[src/rtl/dp_sequencer.sv]
// Instruction sequencer: 2-entry in-order FIFO feeding a READ/EXEC/WRITE
// control FSM that drives register-bank enables and datapath fields.
module dp_sequencer (
    input  logic        clk,
    input  logic        rst,
    input  logic        instr_valid,
    input  logic [15:0] instr,
    output logic        instr_ready,
    output logic        Rd1,
    output logic        Rd2,
    output logic        Wr,
    output logic [3:0]  src1,
    output logic [3:0]  src2,
    output logic [3:0]  dest,
    output logic [3:0]  opcode,
    output logic        busy,
    output logic        done,
    output logic [15:0] retired
);

    typedef enum logic [1:0] {
        IDLE  = 2'd0,
        READ  = 2'd1,
        EXEC  = 2'd2,
        WRITE = 2'd3
    } state_t;

    state_t      state_q, state_d;
    logic [15:0] fifo_mem_q [2];
    logic        wr_ptr_q, wr_ptr_d;
    logic        rd_ptr_q, rd_ptr_d;
    logic [1:0]  count_q, count_d;
    logic [15:0] cur_q, cur_d;
    logic        rd_en_q, rd_en_d;
    logic        wr_en_q, wr_en_d;
    logic [15:0] retired_q, retired_d;

    logic fifo_full;
    logic fifo_empty;
    logic push;
    logic pop;

    assign fifo_full  = (count_q == 2'd2);
    assign fifo_empty = (count_q == 2'd0);
    assign push       = instr_valid && !fifo_full;
    // The FSM only takes a new instruction when it is free to start READ next cycle.
    assign pop        = !fifo_empty && ((state_q == IDLE) || (state_q == WRITE));

    // NOTE: every always_comb output gets a default first so no latch is inferred.
    always_comb begin
        state_d   = state_q;
        wr_ptr_d  = wr_ptr_q;
        rd_ptr_d  = rd_ptr_q;
        count_d   = count_q;
        cur_d     = cur_q;
        retired_d = retired_q;

        case (state_q)
            IDLE:    if (pop) state_d = READ;
            READ:    state_d = EXEC;
            EXEC:    state_d = WRITE;
            WRITE: begin
                state_d   = pop ? READ : IDLE;
                retired_d = retired_q + 16'd1;
            end
            default: state_d = IDLE;
        endcase

        if (pop) begin
            cur_d    = fifo_mem_q[rd_ptr_q];
            rd_ptr_d = ~rd_ptr_q;
        end
        if (push) begin
            wr_ptr_d = ~wr_ptr_q;
        end

        case ({push, pop})
            2'b10:   count_d = count_q + 2'd1;
            2'b01:   count_d = count_q - 2'd1;
            default: count_d = count_q;
        endcase

        // Enables are registered so they line up with the state they describe.
        rd_en_d = (state_d != IDLE);
        wr_en_d = (state_d == WRITE);
    end

    // NOTE: sequential state uses non-blocking assignments only.
    always_ff @(posedge clk or posedge rst) begin
        if (rst) begin
            state_q   <= IDLE;
            wr_ptr_q  <= 1'b0;
            rd_ptr_q  <= 1'b0;
            count_q   <= 2'd0;
            cur_q     <= 16'd0;
            rd_en_q   <= 1'b0;
            wr_en_q   <= 1'b0;
            retired_q <= 16'd0;
        end else begin
            state_q   <= state_d;
            wr_ptr_q  <= wr_ptr_d;
            rd_ptr_q  <= rd_ptr_d;
            count_q   <= count_d;
            cur_q     <= cur_d;
            rd_en_q   <= rd_en_d;
            wr_en_q   <= wr_en_d;
            retired_q <= retired_d;
        end
    end

    // NOTE: FIFO storage is not reset; count_q alone decides which entries are valid.
    always_ff @(posedge clk) begin
        if (push) begin
            fifo_mem_q[wr_ptr_q] <= instr;
        end
    end

    assign instr_ready = !fifo_full;
    assign Rd1         = rd_en_q;
    assign Rd2         = rd_en_q;
    assign Wr          = wr_en_q;
    assign done        = wr_en_q;
    assign opcode      = cur_q[15:12];
    assign dest        = cur_q[11:8];
    assign src1        = cur_q[7:4];
    assign src2        = cur_q[3:0];
    assign busy        = (state_q != IDLE) || !fifo_empty;
    assign retired     = retired_q;

endmodule
[config.mk]
export PLATFORM = sky130hd
export DESIGN_NAME = dp_sequencer
export DESIGN_NICKNAME = d
export VERILOG_FILES = /design/src/rtl/dp_sequencer.sv
export SDC_FILE = /design/constraint.sdc
export NUM_CORES = 1
export LEC_CHECK = 0
export BUFFER_PORTS_ARGS = -buffer_cell sky130_fd_sc_hd__buf_2
export CAP_MARGIN = 20
export CELL_PAD_IN_SITES_DETAIL_PLACEMENT = 2
export CELL_PAD_IN_SITES_GLOBAL_PLACEMENT = 2
export CORE_MARGIN = 2
export CORE_UTILIZATION = 41
export CTS_BUF_LIST = sky130_fd_sc_hd__clkbuf_4 sky130_fd_sc_hd__clkbuf_8
export DETAILED_ROUTE_END_ITERATION = 7
export HOLD_SLACK_MARGIN = 0.02
export PLACE_DENSITY_LB_ADDON = 0.1
export SYNTH_ARGS = -nofsm -noshare
export SYNTH_HDL_FRONTEND = slang
export SYNTH_SLANG_ARGS = --single-unit
[constraint.sdc]
create_clock -name clk -period 2.96 [get_ports clk]
set_input_delay 0.592 -clock clk [delete_from_list [all_inputs] [get_ports clk]]
set_output_delay 0.592 -clock clk [all_outputs]
set_load 0.01 [all_outputs]
# ---- Word level (Yosys, flattened, before mapping)
# Memory sizes are Yosys's and may differ from the RTL's. A register that Yosys moved wholly into a read port is not among the register bits.
# Index checks and enable logic that the tools add are counted.
dict set report word_totals {
  regBits 24
  out_inout_bits 38
  memories 1
  inputBits 19
  elab_cells 37
  mem_bits_rw 32
}
dict set report classes {
  n_mux 6
  bitwise 2
  n_reduce_logical 11
  add_sub_neg 3
  n_eq_ne 7
}
# name words word_bits rd rd_clocked_by_memory_dff wr line_no
set mem_list {}
lappend mem_list {fifo_mem_q 2 16 1 1 1 29} ;# logic [15:0] fifo_mem_q [2];
# operator count
set ops {}
lappend ops {{$add 16x1->16 const B} 1}
lappend ops {{$eq 2x2->1 const B} 5}
lappend ops {{$pmux 2 s4} 1}
lappend ops {{$reduce_bool 2->1} 3}
lappend ops {{$eq 2x1->1 const B} 2}
lappend ops {{$logic_not 2->1} 2}
lappend ops {{$pmux 2 s2} 1}
lappend ops {{$mux 1} 3}
lappend ops {{$add 2x1->2 const B} 1}
lappend ops {{$logic_and 1x1->1} 2}
lappend ops {{$logic_not 1->1} 2}
lappend ops {{$logic_or 1x1->1} 2}
lappend ops {{$mux 2} 1}
lappend ops {{$not 1->1} 2}
lappend ops {{$sub 2x1->2 const B} 1}

# ---- Logic depth before layout (Yosys ltp)
dict set report logic_depth {
  ltp_word 6
  ltp_mapped 8
  depth_no_buf 8
}

# ---- Worst setup path before layout
# OpenSTA, ideal clock, no wires.
dict set report synth_path {
  kind {register to register}
  from {register count_q[0]}
  to {memory fifo_mem_q[0][0] (enable)}
  path_stages_with_launch 5
  slack_ns 0.979
  period_less_slack_ns 1.981
  path_buffers 1
  arrival_ns 1.593
  setup_ns 0.388
  required_time_ns 2.572
  cell_sequence {dfrtp_1 > clkbuf_1 > nand2b_1 > nand2_1 > nor2_1}
}
dict set report synth_between {
  elab_chain_cells 5
}
# element line_no
set synth_lines {}
lappend synth_lines {{from (decl)} 32} ;# logic [1:0] count_q, count_d;
lappend synth_lines {{from (signal assigned)} 103} ;# count_q <= count_d;
lappend synth_lines {{$eq 2x2->1} 43} ;# assign fifo_full = (count_q == 2'd2);
lappend synth_lines {{$logic_not 1->1} n/a}
lappend synth_lines {{via instr_ready} 8} ;# output logic instr_ready,
lappend synth_lines {{$logic_and 1x1->1} 45} ;# assign push = instr_valid && !fifo_full;
lappend synth_lines {{$mux 1} 113} ;# if (push) begin
lappend synth_lines {{$mux 1 (not written as such)} 114} ;# fifo_mem_q[wr_ptr_q] <= instr;
lappend synth_lines {{to (decl)} 29}
# The timed path passes the listed nets, and every way through them passes these cells.

# ---- Final worst setup path
dict set report layout_path {
  from {register state_q[0]}
  to {output busy}
}
dict set report layout_between {
  elab_chain_cells 2
}
# element line_no
set layout_lines {}
lappend layout_lines {{from (decl)} 28} ;# state_t state_q, state_d;
lappend layout_lines {{from (signal assigned)} 100} ;# state_q <= state_d;
lappend layout_lines {{$reduce_bool 2->1} 127} ;# assign busy = (state_q != IDLE) || !fifo_empty;
lappend layout_lines {{$logic_or 1x1->1} 127}
lappend layout_lines {{to (decl)} 16} ;# output logic busy,
# Every way passes these cells.

==> impl_results.md <==
- Die area: 7640 sq um
- # diodes: 0
- Worst skew pair latency: about 0.34 ns
- Ys async rst share: a little under three fifths
- Synthesized Nets: between 200 and 250
- Cell row count: 30
- Distinct cells, synth: 26
- Final worst setup slack: 1.16 ns
- Setup TNS after final layout: 0 ns
- Largest stage delay, worst path: 0.41 ns
- Crit Path Class: reg2out
- Max Cap Viol: 0
- YS warnings: 0
- Core Area: 6760 sq um
- CTS tree: done
- Grt total ovfl: 0
- Pleak: 1.57 nW
- Largest net degree at the start of global routing: 34
- EDFF count, synth: 32
- Critical path, cell by cell: inv_1 -> ha_1 -> nand2_1 -> buf_2
- Pwr dens: between 1000 and 1500 nW/um^2
- DRT Pass-1 Iters: 4
- Worst EP required: about 2.4 ns
- Avg WL per Cell: between 15 and 20 um
- CP max stage cell: dfrtp_1
- DR vias: roughly 1800
- Overall Global Routing Usage: 16.7%
- Setup Skew: 0.00970 ns
- CTS max path bufs: 2
- Hpwl dp: 4090 um
- Fill count: 662
- Post-DRT Antenna Nets: 0
- Fin crit share: about three fifths
- Synth Register Bits: 72
- Initial DRC Count: 64
- Slew @ Worst Pin: 0.941 ns
- Clock net sink count: 72
- Clock buffer count from CTS: 9
- Register area: a little under 2000 sq um
- Worst Setup End Kind: output port
- Cell Area, Synth: 2850 sq um
- Nets@finish: between 200 and 300
- Share of layout cells above drive strength 1: roughly 30%
- VDD IR max: 0.000603 V
- RSZ-0062 raised after global routing: false
- Area of the multi-input gates: 825 sq um
- Syn avg cell area: 13.9 sq um
- Most common cell after layout, fill and taps aside: buf_2
- Status: complete, no violations
- Most frequent cells in the layout: buf_2, dfrtp_1, edfxtp_1, nand2_1, o21ai_0
- Post-Place Cell Area: between 3000 and 4000 sq um
- First-pass GRT wire length: 9520 um
- Die width: 87.4 um
- Post-route DRC: 0
- Pins Over Slew Limit: 0
- Crit path time final: 1.80 ns
- GP Congestion: 0.750
- Post-detailed-route via-to-cell ratio: 5.13
- Worst EP arrival: 1.21 ns
- PortBufs: 56
- Synth Flop Type: dfrtp_1
- Num ports: 57
- Startpoint types: register
- P&R area growth vs syn: 19.7%
- FMAX: 555 MHz
- Hold WC Path Type: in2async
- Initial antenna violation count: 0
- Gate Count Post-Synth: 205
- Die Y: just under 90 um
- Vias in the first global route: 1919
- Number of gates resized after cts: 0
- Final instance area: around 3400 sq um
- Slew headroom: 37.3%
- Initial Util: 42.2%
- H-tree levels: 3
- Setup WS pre-CTS: 1.16 ns
- Register area share after synthesis: 68.8%
- Clock-pin slew on the worst setup and hold paths: roughly 0.08 ns
- Setup repair bufs after CTS: 0
- Fin. Hold Viols: 0
- Drt total wl: 5840 um
- CTS Root Cell: clkbuf_8
- Crit path max fanout: 4
- # hold bufs at CTS: 0
- Setup violators final: 0
==> report_power, final <==
| group | switching [mW] | internal, mW |
|---|---|---|
| clock network | 0.388 | 0.398 |
| registers | 0.269 | 1.38 |
| logic | 0.663 | 0.489 |
| total | 1.32 | 2.27 |
==> worst max-delay path: cells and delay by family, from the launching register on <==
kind	cells	cell delay, ns
adders and majority gates	1	0.16
buffers and inverters	2	0.26
DFF	1	0.41
and+or+nand+nor	1	0.04
==> cell type report <==
type	instances	share of cell area, %
clock buffer	9	3.63
clock inverter	7	2.27
inverter	4	0.440
multi-input combinational	120	24.2
sequential	72	57.5
tap	80	2.93
timing repair buffer	60	9.09
==> through the flow <==
step / std cells / hold slack, ns / util (%) / total power [mW]
floorplan: 205 / 0.461 / - / 2.43
global placement: 336 / 0.453 / 47.5 / 2.77
detailed placement: 336 / 0.465 / 47.5 / 2.87
CTS: 352 / 0.326 / 50.5 / 3.66
global route: 352 / 0.359 / 50.5 / 3.85
finish: 352 / 0.321 / 50.5 / 3.59
==> layer usage <==
layer	share of wire [%]	GRT usage (%)	wire [um]	up-vias
met3	4.9	4.55	284	8
met4	1.3	6.85	75	0
met2	51	27.1	2960	46
met1	43	21.1	2520	912
met5	0	0	0	-
li1	-	-	-	840
==> kinds of logic after synthesis <==
kind of cell,synth area share [%]
DFF,68.8
and+or+nand+nor,9.79
AOI/OAI and AO/OA,4.34
xor gates and xnor gates,6.14
muxes,6.01
buffers and inverters,2.28
adders and majority gates,2.63
==> path summary, 6_finish.rpt <==
kind / from / to / slack (ns) / depth (start not counted)
setup / recovery: state_q[0] / busy / 1.16 / 4
hold / removal: rst / retired[5] / 0.32 / 2
setup reg to reg: state_q[0] / count_q[1] / 1.18 / 7
hold reg to reg: retired[15] / retired[15] / 0.47 / 1
max in group asynchronous: rst / cur_q[5] / 2.04 / 3
min in group clk: instr[10] / fifo_mem_q[1][10] / 0.43 / 1
==> Yosys cell counts (2+ instances only) <==
library cell	instances	area, sq um
a21oi_1	2	10.0
buf_2	4	20.0
buf_4	3	22.5
clkbuf_1	2	7.51
dfrtp_1	40	1000
edfxtp_1	32	961
ha_1	6	75.1
inv_1	4	15.0
mux2i_1	16	160
nand2_1	24	90.1
nand3_1	3	15.0
nand4_1	6	37.5
nand4_2	2	25.0
nor2_1	8	30.0
nor3_1	2	10.0
nor4_1	5	31.3
o21ai_0	19	95.1
xnor2_1	7	61.3
xor2_1	13	114
==> flip-flops by register name (all words and copies together) (netlist names) <==
register and cells:
retired 16, wr_ptr_q 1, rd_ptr_q 1, Rd1 1
Wr 1, count_q 2, cur_q 16, fifo_mem_q 32
state_q 2
No activity file was read; power rests on OpenSTA's default activity.
